--- config.mk ---
export PLATFORM = sky130hd
export DESIGN_NAME = match_event_recorder
export DESIGN_NICKNAME = d
export VERILOG_FILES = /design/src/rtl/match_event_recorder.sv
export SDC_FILE = /design/constraint.sdc
export NUM_CORES = 1
export LEC_CHECK = 0
export BUFFER_PORTS_ARGS = -buffer_cell sky130_fd_sc_hd__buf_2
export CAP_MARGIN = 0
export CORE_MARGIN = 8
export CORE_UTILIZATION = 39
export CTS_CLUSTER_SIZE = 16
export DETAILED_ROUTE_END_ITERATION = 10
export PLACE_DENSITY_LB_ADDON = 0.15
export SETUP_SLACK_MARGIN = 0.05
export SYNTH_ARGS = -nofsm -noshare
export SYNTH_HDL_FRONTEND = slang
export SYNTH_SLANG_ARGS = --single-unit
--- constraint.sdc ---
create_clock -name clk -period 2.9 [get_ports clk]
set_input_delay 0.29 -clock clk [delete_from_list [all_inputs] [get_ports clk]]
set_output_delay 0.29 -clock clk [all_outputs]
set_load 0.01 [all_outputs]
--- src/rtl/match_event_recorder.sv ---
// match_event_recorder: timestamps "101" detector match pulses into a FWFT FIFO drained over valid/ready,
// with wrapping match counter, saturating drop counter and sticky overflow flag.
module match_event_recorder #(
    parameter int TS_W  = 16,
    parameter int DEPTH = 8,
    parameter int CNT_W = 8,
    localparam int AW   = $clog2(DEPTH)
) (
    input  logic             clk,
    input  logic             reset,
    input  logic             z,
    input  logic             en,
    input  logic             clr,
    output logic             out_valid,
    input  logic             out_ready,
    output logic [TS_W-1:0]  out_ts,
    output logic [AW:0]      level,
    output logic [CNT_W-1:0] match_cnt,
    output logic [CNT_W-1:0] drop_cnt,
    output logic             overflow
);
    logic [TS_W-1:0]  r_ts;
    logic [TS_W-1:0]  r_mem [DEPTH];
    logic [AW-1:0]    r_wp;
    logic [AW-1:0]    r_rp;
    logic [AW:0]      r_level;
    logic [CNT_W-1:0] r_match;
    logic [CNT_W-1:0] r_drop;
    logic             r_ovf;
    logic             w_ev;
    logic             w_pop;
    logic             w_full;
    logic             w_push;
    logic             w_drop;
    logic             w_drop_inc;
    always_comb begin
        w_ev       = z && en && !clr;
        w_pop      = out_valid && out_ready;
        w_full     = r_level == (AW+1)'(DEPTH);
        // a full FIFO still accepts when the head leaves in the same cycle
        w_push     = w_ev && (!w_full || w_pop);
        w_drop     = w_ev && !w_push;
        w_drop_inc = r_drop != '1;
    end
    always_ff @(posedge clk) begin
        if (reset)
            r_ts <= '0;
        else
            r_ts <= r_ts + 1'b1;
    end
    always_ff @(posedge clk) begin
        if (w_push)
            r_mem[r_wp] <= r_ts;
    end
    // pointer width equals log2(DEPTH), so the natural binary wrap is the modulo-DEPTH wrap
    always_ff @(posedge clk) begin
        if (reset || clr) begin
            r_wp    <= '0;
            r_rp    <= '0;
            r_level <= '0;
        end else begin
            if (w_push)
                r_wp <= r_wp + 1'b1;
            if (w_pop)
                r_rp <= r_rp + 1'b1;
            r_level <= r_level + (AW+1)'(w_push) - (AW+1)'(w_pop);
        end
    end
    always_ff @(posedge clk) begin
        if (reset || clr) begin
            r_match <= '0;
            r_drop  <= '0;
            r_ovf   <= 1'b0;
        end else begin
            if (w_ev)
                r_match <= r_match + 1'b1;
            if (w_drop) begin
                r_drop <= r_drop + CNT_W'(w_drop_inc);
                r_ovf  <= 1'b1;
            end
        end
    end
    always_comb begin
        out_valid = r_level != '0;
        out_ts    = out_valid ? r_mem[r_rp] : '0;
        level     = r_level;
        match_cnt = r_match;
        drop_cnt  = r_drop;
        overflow  = r_ovf;
    end
endmodule
======== Word level (Yosys, flattened, before mapping) ========
Memories as Yosys holds them, arrays and structs flattened. A register that Yosys moved wholly into a read port is not among the register bits.
Cells that the tools add are included.
cells by class
  add/subtract/negate cells ............... 7
  mux-type cells .......................... 5
  equality and inequality tests ........... 2
  reduce and logical (&&, ||, !) cells .... 11
operators by type and width
  cell                   count
  $add 16x1->16 const B  1
  $mux 16                1
  $add 8x1->8            1
  $add 8x1->8 const B    1
  $ne 8x8->1 const B     1
  $add 3x1->3 const B    2
  $mux 3                 2
  $logic_and 1x1->1      5
  $add 4x1->4            1
  $eq 4x4->1 const B     1
  $reduce_bool 4->1      1
  $sub 4x1->4            1
  $logic_not 1->1        3
  $logic_or 1x1->1       2
  $mux 1                 2
word-level totals
  word-level logic and storage cells ...... 33
  output and inout port bits .............. 38
  flip-flop bits (word level) ............. 43
  memory bits (writable) .................. 128
  memories kept ........................... 1
memories
  name   depth  width  rd ports  clocked after memory_dff  write ports  line  source
  r_mem  8      16     1         1                         1            23    logic [TS_W-1:0] r_mem [DEPTH];

======== Logic depth before layout (Yosys ltp) ========
  depth in word-level cells ............... 6
  depth in mapped cells ................... 11

======== Least setup slack after synthesis ========
OpenSTA, ideal clock, no wires.
  path type ............................... reg2reg
  from .................................... reg r_level[2] (netlist: level[2])
  to ...................................... mem r_mem[2][0], enable pin
  cell stages (with the launch flop) ...... 7
  arrival ................................. 2.787 ns
  setup slack ............................. -0.323 ns
  period minus slack after synthesis ...... 3.223 ns
  cells stage by stage .................... dfxtp_1 -> inv_1 -> ha_1 -> nand2b_1 -> nand2_1 -> nand2_1 -> nor4b_1
between the ends
  word-level cells in the longest chain between the ends .. 6
  elaborated cells on any way between the ends .. 8
  classes of those cells .................. 1 x eq/ne; 2 x mux; 5 x reduce/logical
RTL lines
  element                                                      line    source
  from (decl)                                                  26      logic [AW:0] r_level;
  from (signal assigned)                                       66      r_level <= r_level + (AW+1)'(w_push) - (AW+1)'(w_pop);
  $eq 4x4->1 / $reduce_bool 4->1 (equally long branches)       39, 84
  $logic_not 1->1 / $logic_and 1x1->1 (equally long branches)  41, 38
  $logic_or 1x1->1 *                                           41      w_push = w_ev && (!w_full || w_pop);
  $logic_and 1x1->1 *                                          41
  $mux 1 *                                                     52      if (w_push)
  $mux 1 (implied by the code) *                               53      r_mem[r_wp] <= r_ts;
  to (decl)                                                    23
Mark *: on every way between the ends. The rest lies on a longest branch, timed or not.

======== Final worst setup path ========
  from .................................... reg r_level[2] (netlist: level[2])
  to ...................................... out out_ts[15]
between the ends
  word-level cells in the longest chain between the ends .. 2
RTL lines
  element            line  source
  $reduce_bool 4->1  84    out_valid = r_level != '0;
  $mux 16            85    out_ts = out_valid ? r_mem[r_rp] : '0;
  to (decl)          16    output logic [TS_W-1:0] out_ts,
No other way between the ends.

==> summary.txt <==
Status
  • Status: completed

Setup path
  • Worst Path Class, Setup: flip-flop to primary output
  • CP Cell Sequence: inv_1 > ha_1 > or3b_1 > buf_4 > nand2b_1 > buf_4 > o21ai_0 > buf_2
  • Critical path startpoint: level[2]
  • Number of buffer and inverter instances along the worst setup path: 4
  • Cell type group with the largest total delay on the critical path: buffers and inverters
  • Worst path required time: 2.61 ns
  • Most repeated library cell on the critical path: sky130_fd_sc_hd__buf_4
  • Crit path DAT: 2.27 ns
  • Worst R2R Start: level[2]
  • Critical Path Sink Type: primary output
  • Cell with the largest stage delay on the worst path: sky130_fd_sc_hd__or3b_1
  • Critical path launch point type: flip-flop
  • Maximum single-stage delay on the critical path: 0.38 ns
  • Crit path max fanout: 16

Power and ir drop
  • Combinational group share of total power: 9.7%
  • Clock group share of total power: 41.9%
  • Power share of the sequential group: 48.5%
  • VDD IR-drop max: 0.404 mV
  • Leakage: 2.82 nW
  • Pwr/cell area: 680 nW/um^2
  • Sw Share: 23.3%
  • Switching power summed over all nets: 1.30 mW
  • Internal power: 4.27 mW

Cells and area
  • Fraction of layout cells with a size suffix above 1: 26.5%
  • Number of nets in the layout: 540
  • Number of inserted diodes: 0
  • Finished Layout Cells: 760
  • Area growth from synthesis to final layout: 18.1%

Logic synthesis
  • Post-synth top flop: sky130_fd_sc_hd__edfxtp_1
  • Count of cell types in the netlist: 41
  • Netlist Area Pre-Place: 6940 sq um
  • Total of warnings raised by yosys: 0
  • Syn nets: 476
  • Sequential-to-total area share from yosys stat: 68.7%
  • Yosys reg bits: 174
  • Post-Synthesis Mean Instance Area: 15.1 sq um
  • Post-synth EDFFs: 128
  • Asr flop ratio synth: 0%
  • Post-Synthesis Cells: 458

Global routing
  • Global-route met3 utilization: 3.88%
  • Overflow left after global routing: 0
  • GR met1 Demand/Resource: 18.3%
  • Global-route track usage on met2: 21.1%
  • Overall Global Routing Usage: 13.8%
  • Highest-utilization routing layer at the global route stage: met2
  • First-pass GRT wire length: 22.9 mm
  • Initial antenna violation count: 0
  • Largest net degree at the start of global routing: 33
  • Vias in the first global route: 4017

Floorplanning
  • DIE AREA: 22300 sq um
  • Vert. Die Dim: 149 microns
  • Die Wd: 149 microns
  • I/O pin cnt: 44
  • Effective utilization at floorplan: 40.0%
  • Placeable core region: 17400 sq um
  • Row count: 48

STA
  • Maximum frequency from static timing analysis: 0.390 GHz
  • Worst-margin pin slew: 0.715 ns
  • Final setup violation count: 0
  • RSZ-0062 raised after global routing: no
  • Count of final hold-check violations: 0
  • Worst-case clock skew: 0.00936 ns
  • Hold slack: 0.205 ns
  • Least setup slack across all paths after layout: 0.335 ns
  • Sum of negative setup slack: 0 ns
  • Crit share post-route: 88.4%
  • Period minus WS final: 2.56 ns
  • Final slew viol count: 0
  • Worst slew margin relative to its limit: 52.0%

Placed design
  • Number of placed instances with taps included: 728
  • Count of buffers from port buffering: 43
  • Routability congestion estimate from global placement: 0.727
  • HPWL Detailed: 9.28 mm
  • Pre-CTS worst setup slack: 0.540 ns

Clock network
  • CTS Buffer Depth: 2
  • CTS sink count: 174
  • Post_cts resized: 0
  • Hold buffer count at CTS: 0
  • Deepest level of the CTS H-tree: 4
  • Clock Pin Slew Worst Setup and Hold Paths: 0.07 ns
  • Clock tree from TritonCTS: built
  • Clock Latency Late Sink: 0.43 ns
  • Number of CTS-inserted buffers: 17
  • Root cell of the clock tree: sky130_fd_sc_hd__clkbuf_16
  • Number of buffers inserted to repair setup after CTS: 0

Detailed routing
  • First-iteration detailed-routing DRC count: 287
  • Drc violations: 0
  • Residual antenna-violating net count after detailed routing: 0
  • Post-Route WL: 14.7 mm
  • DR vias/cell: 5.19
  • Total iterations of the first detailed-routing run: 4
  • Total via count after detailed routing: 3948
  • WL per Instance: 19.4 microns

Hold path
  • Worst hold-check path type: input port to flip-flop
  • Hold path startpoint: en

Flow run
  • Maxcap violations: 0
-- cell usage in the layout, fill, tap and decap left out, types with 3 or more instances in the layout --
cell / n
sky130_fd_sc_hd__bufinv_16: 3
sky130_fd_sc_hd__buf_4: 20
sky130_fd_sc_hd__xor2_1: 10
sky130_fd_sc_hd__inv_6: 3
sky130_fd_sc_hd__xnor2_1: 15
sky130_fd_sc_hd__nand3_1: 27
sky130_fd_sc_hd__inv_1: 24
sky130_fd_sc_hd__buf_2: 43
sky130_fd_sc_hd__nor2_1: 34
sky130_fd_sc_hd__nor3_1: 5
sky130_fd_sc_hd__or3_1: 6
sky130_fd_sc_hd__nor3b_2: 3
sky130_fd_sc_hd__nand2_1: 21
sky130_fd_sc_hd__nand4_1: 10
sky130_fd_sc_hd__dfxtp_1: 45
sky130_fd_sc_hd__a21oi_1: 13
sky130_fd_sc_hd__edfxtp_1: 128
sky130_fd_sc_hd__ha_1: 11
sky130_fd_sc_hd__clkbuf_16: 17
sky130_fd_sc_hd__o21ai_0: 9
sky130_fd_sc_hd__nor4_1: 4
sky130_fd_sc_hd__clkinvlp_4: 4
sky130_fd_sc_hd__mux4_2: 32
sky130_fd_sc_hd__o21ai_1: 14
-- worst paths after layout --
kind	endpoint	slack, ns	depth (start not counted)
hold / removal	match_cnt[0]	0.21	4
setup reg to reg	r_mem[0][7]	0.57	7
setup / recovery	out_ts[15]	0.34	8
hold reg to reg	overflow	0.45	2
-- power by group through the flow --
| stage | Sequential (mW) | Clock (mW) | Combinational (mW) |
|---|---|---|---|
| final | 2.70 | 2.33 | 0.538 |
| after global routing | 2.70 | 2.48 | 0.593 |
| after CTS | 2.70 | 2.37 | 0.549 |
| after detailed placement | 2.75 | 0 | 0.547 |
| after global placement | 2.75 | 0 | 0.541 |
| after floorplan | 2.75 | 0 | 0.330 |
-- area by class of cell --
cell class	instances	area [sq um]
flip-flops and latches	174	4770
repair buffers	64	385
clock buffers	19	443
fillers	1555	9160
well taps	225	282
multi-input cells	241	2060
clock inverters	13	164
inverters	24	90.1
-- kinds of logic after synthesis --
logic type,share of synthesized area (%)
compound gates,3.07
flops,68.7
simple gates,9.65
xor+xnor,3.16
buf+inv,2.47
fa+ha+maj,2.27
mux,10.7
-- Yosys cell counts, types with 2 or more instances --
library cell	number	area share, %
sky130_fd_sc_hd__mux4_2	32	10
sky130_fd_sc_hd__edfxtp_1	128	55
sky130_fd_sc_hd__nor2_1	34	1.8
sky130_fd_sc_hd__nand4_2	2	0.36
sky130_fd_sc_hd__xor2_1	10	1.3
sky130_fd_sc_hd__ha_1	11	2.0
sky130_fd_sc_hd__clkbuf_1	7	0.38
sky130_fd_sc_hd__o21ai_1	14	1.0
sky130_fd_sc_hd__or2_2	2	0.18
sky130_fd_sc_hd__inv_1	24	1.3
sky130_fd_sc_hd__nor3b_1	2	0.22
sky130_fd_sc_hd__mux2i_1	2	0.29
sky130_fd_sc_hd__buf_1	6	0.32
sky130_fd_sc_hd__dfxtp_1	46	13
sky130_fd_sc_hd__or3_1	6	0.54
sky130_fd_sc_hd__nand2b_1	2	0.18
sky130_fd_sc_hd__nand3_1	27	1.9
sky130_fd_sc_hd__nor4_1	5	0.45
sky130_fd_sc_hd__buf_2	5	0.36
sky130_fd_sc_hd__nand4_1	10	0.90
sky130_fd_sc_hd__o21ai_0	9	0.65
sky130_fd_sc_hd__nor4b_1	2	0.25
sky130_fd_sc_hd__and2_1	2	0.18
sky130_fd_sc_hd__nand2_1	21	1.1
sky130_fd_sc_hd__nor3_1	7	0.51
sky130_fd_sc_hd__xnor2_1	15	1.9
sky130_fd_sc_hd__a21oi_1	13	0.94
-- state kept, by name (all words and copies together), names as in the netlist, named ones only --
signal / cells
match_cnt: 8
r_rp: 3
level: 4
drop_cnt: 8
r_mem: 128
overflow: 1
r_ts: 16
r_wp: 3
-- metal layers --
layer | wire, microns | part of all wire (%) | up-vias
met1 | 7050 | 48 | 2007
met3 | 547 | 3.7 | 17
met2 | 6930 | 47 | 67
met4 | 182 | 1.2 | 0
li1 | - | - | 1857
met5 | 0 | 0 | -
-- stage by stage --
| stage | util [%] | total power, mW | instance area (sq um) |
|---|---|---|---|
| floorplan | - | 3.08 | 6960 |
| global placement | 43.7 | 3.29 | 7590 |
| detailed placement | 43.7 | 3.30 | 7590 |
| CTS | 47.2 | 5.62 | 8190 |
| global route | 47.2 | 5.77 | 8190 |
| finish | 47.2 | 5.57 | 8190 |
-- worst min-delay path, cell delays in order --
cell and delay, ns:
sky130_fd_sc_hd__buf_2 0.11, sky130_fd_sc_hd__nand2_1 0.06, sky130_fd_sc_hd__xor2_1 0.06, sky130_fd_sc_hd__nor2_1 0.07
(Power assumes the default switching activity.)
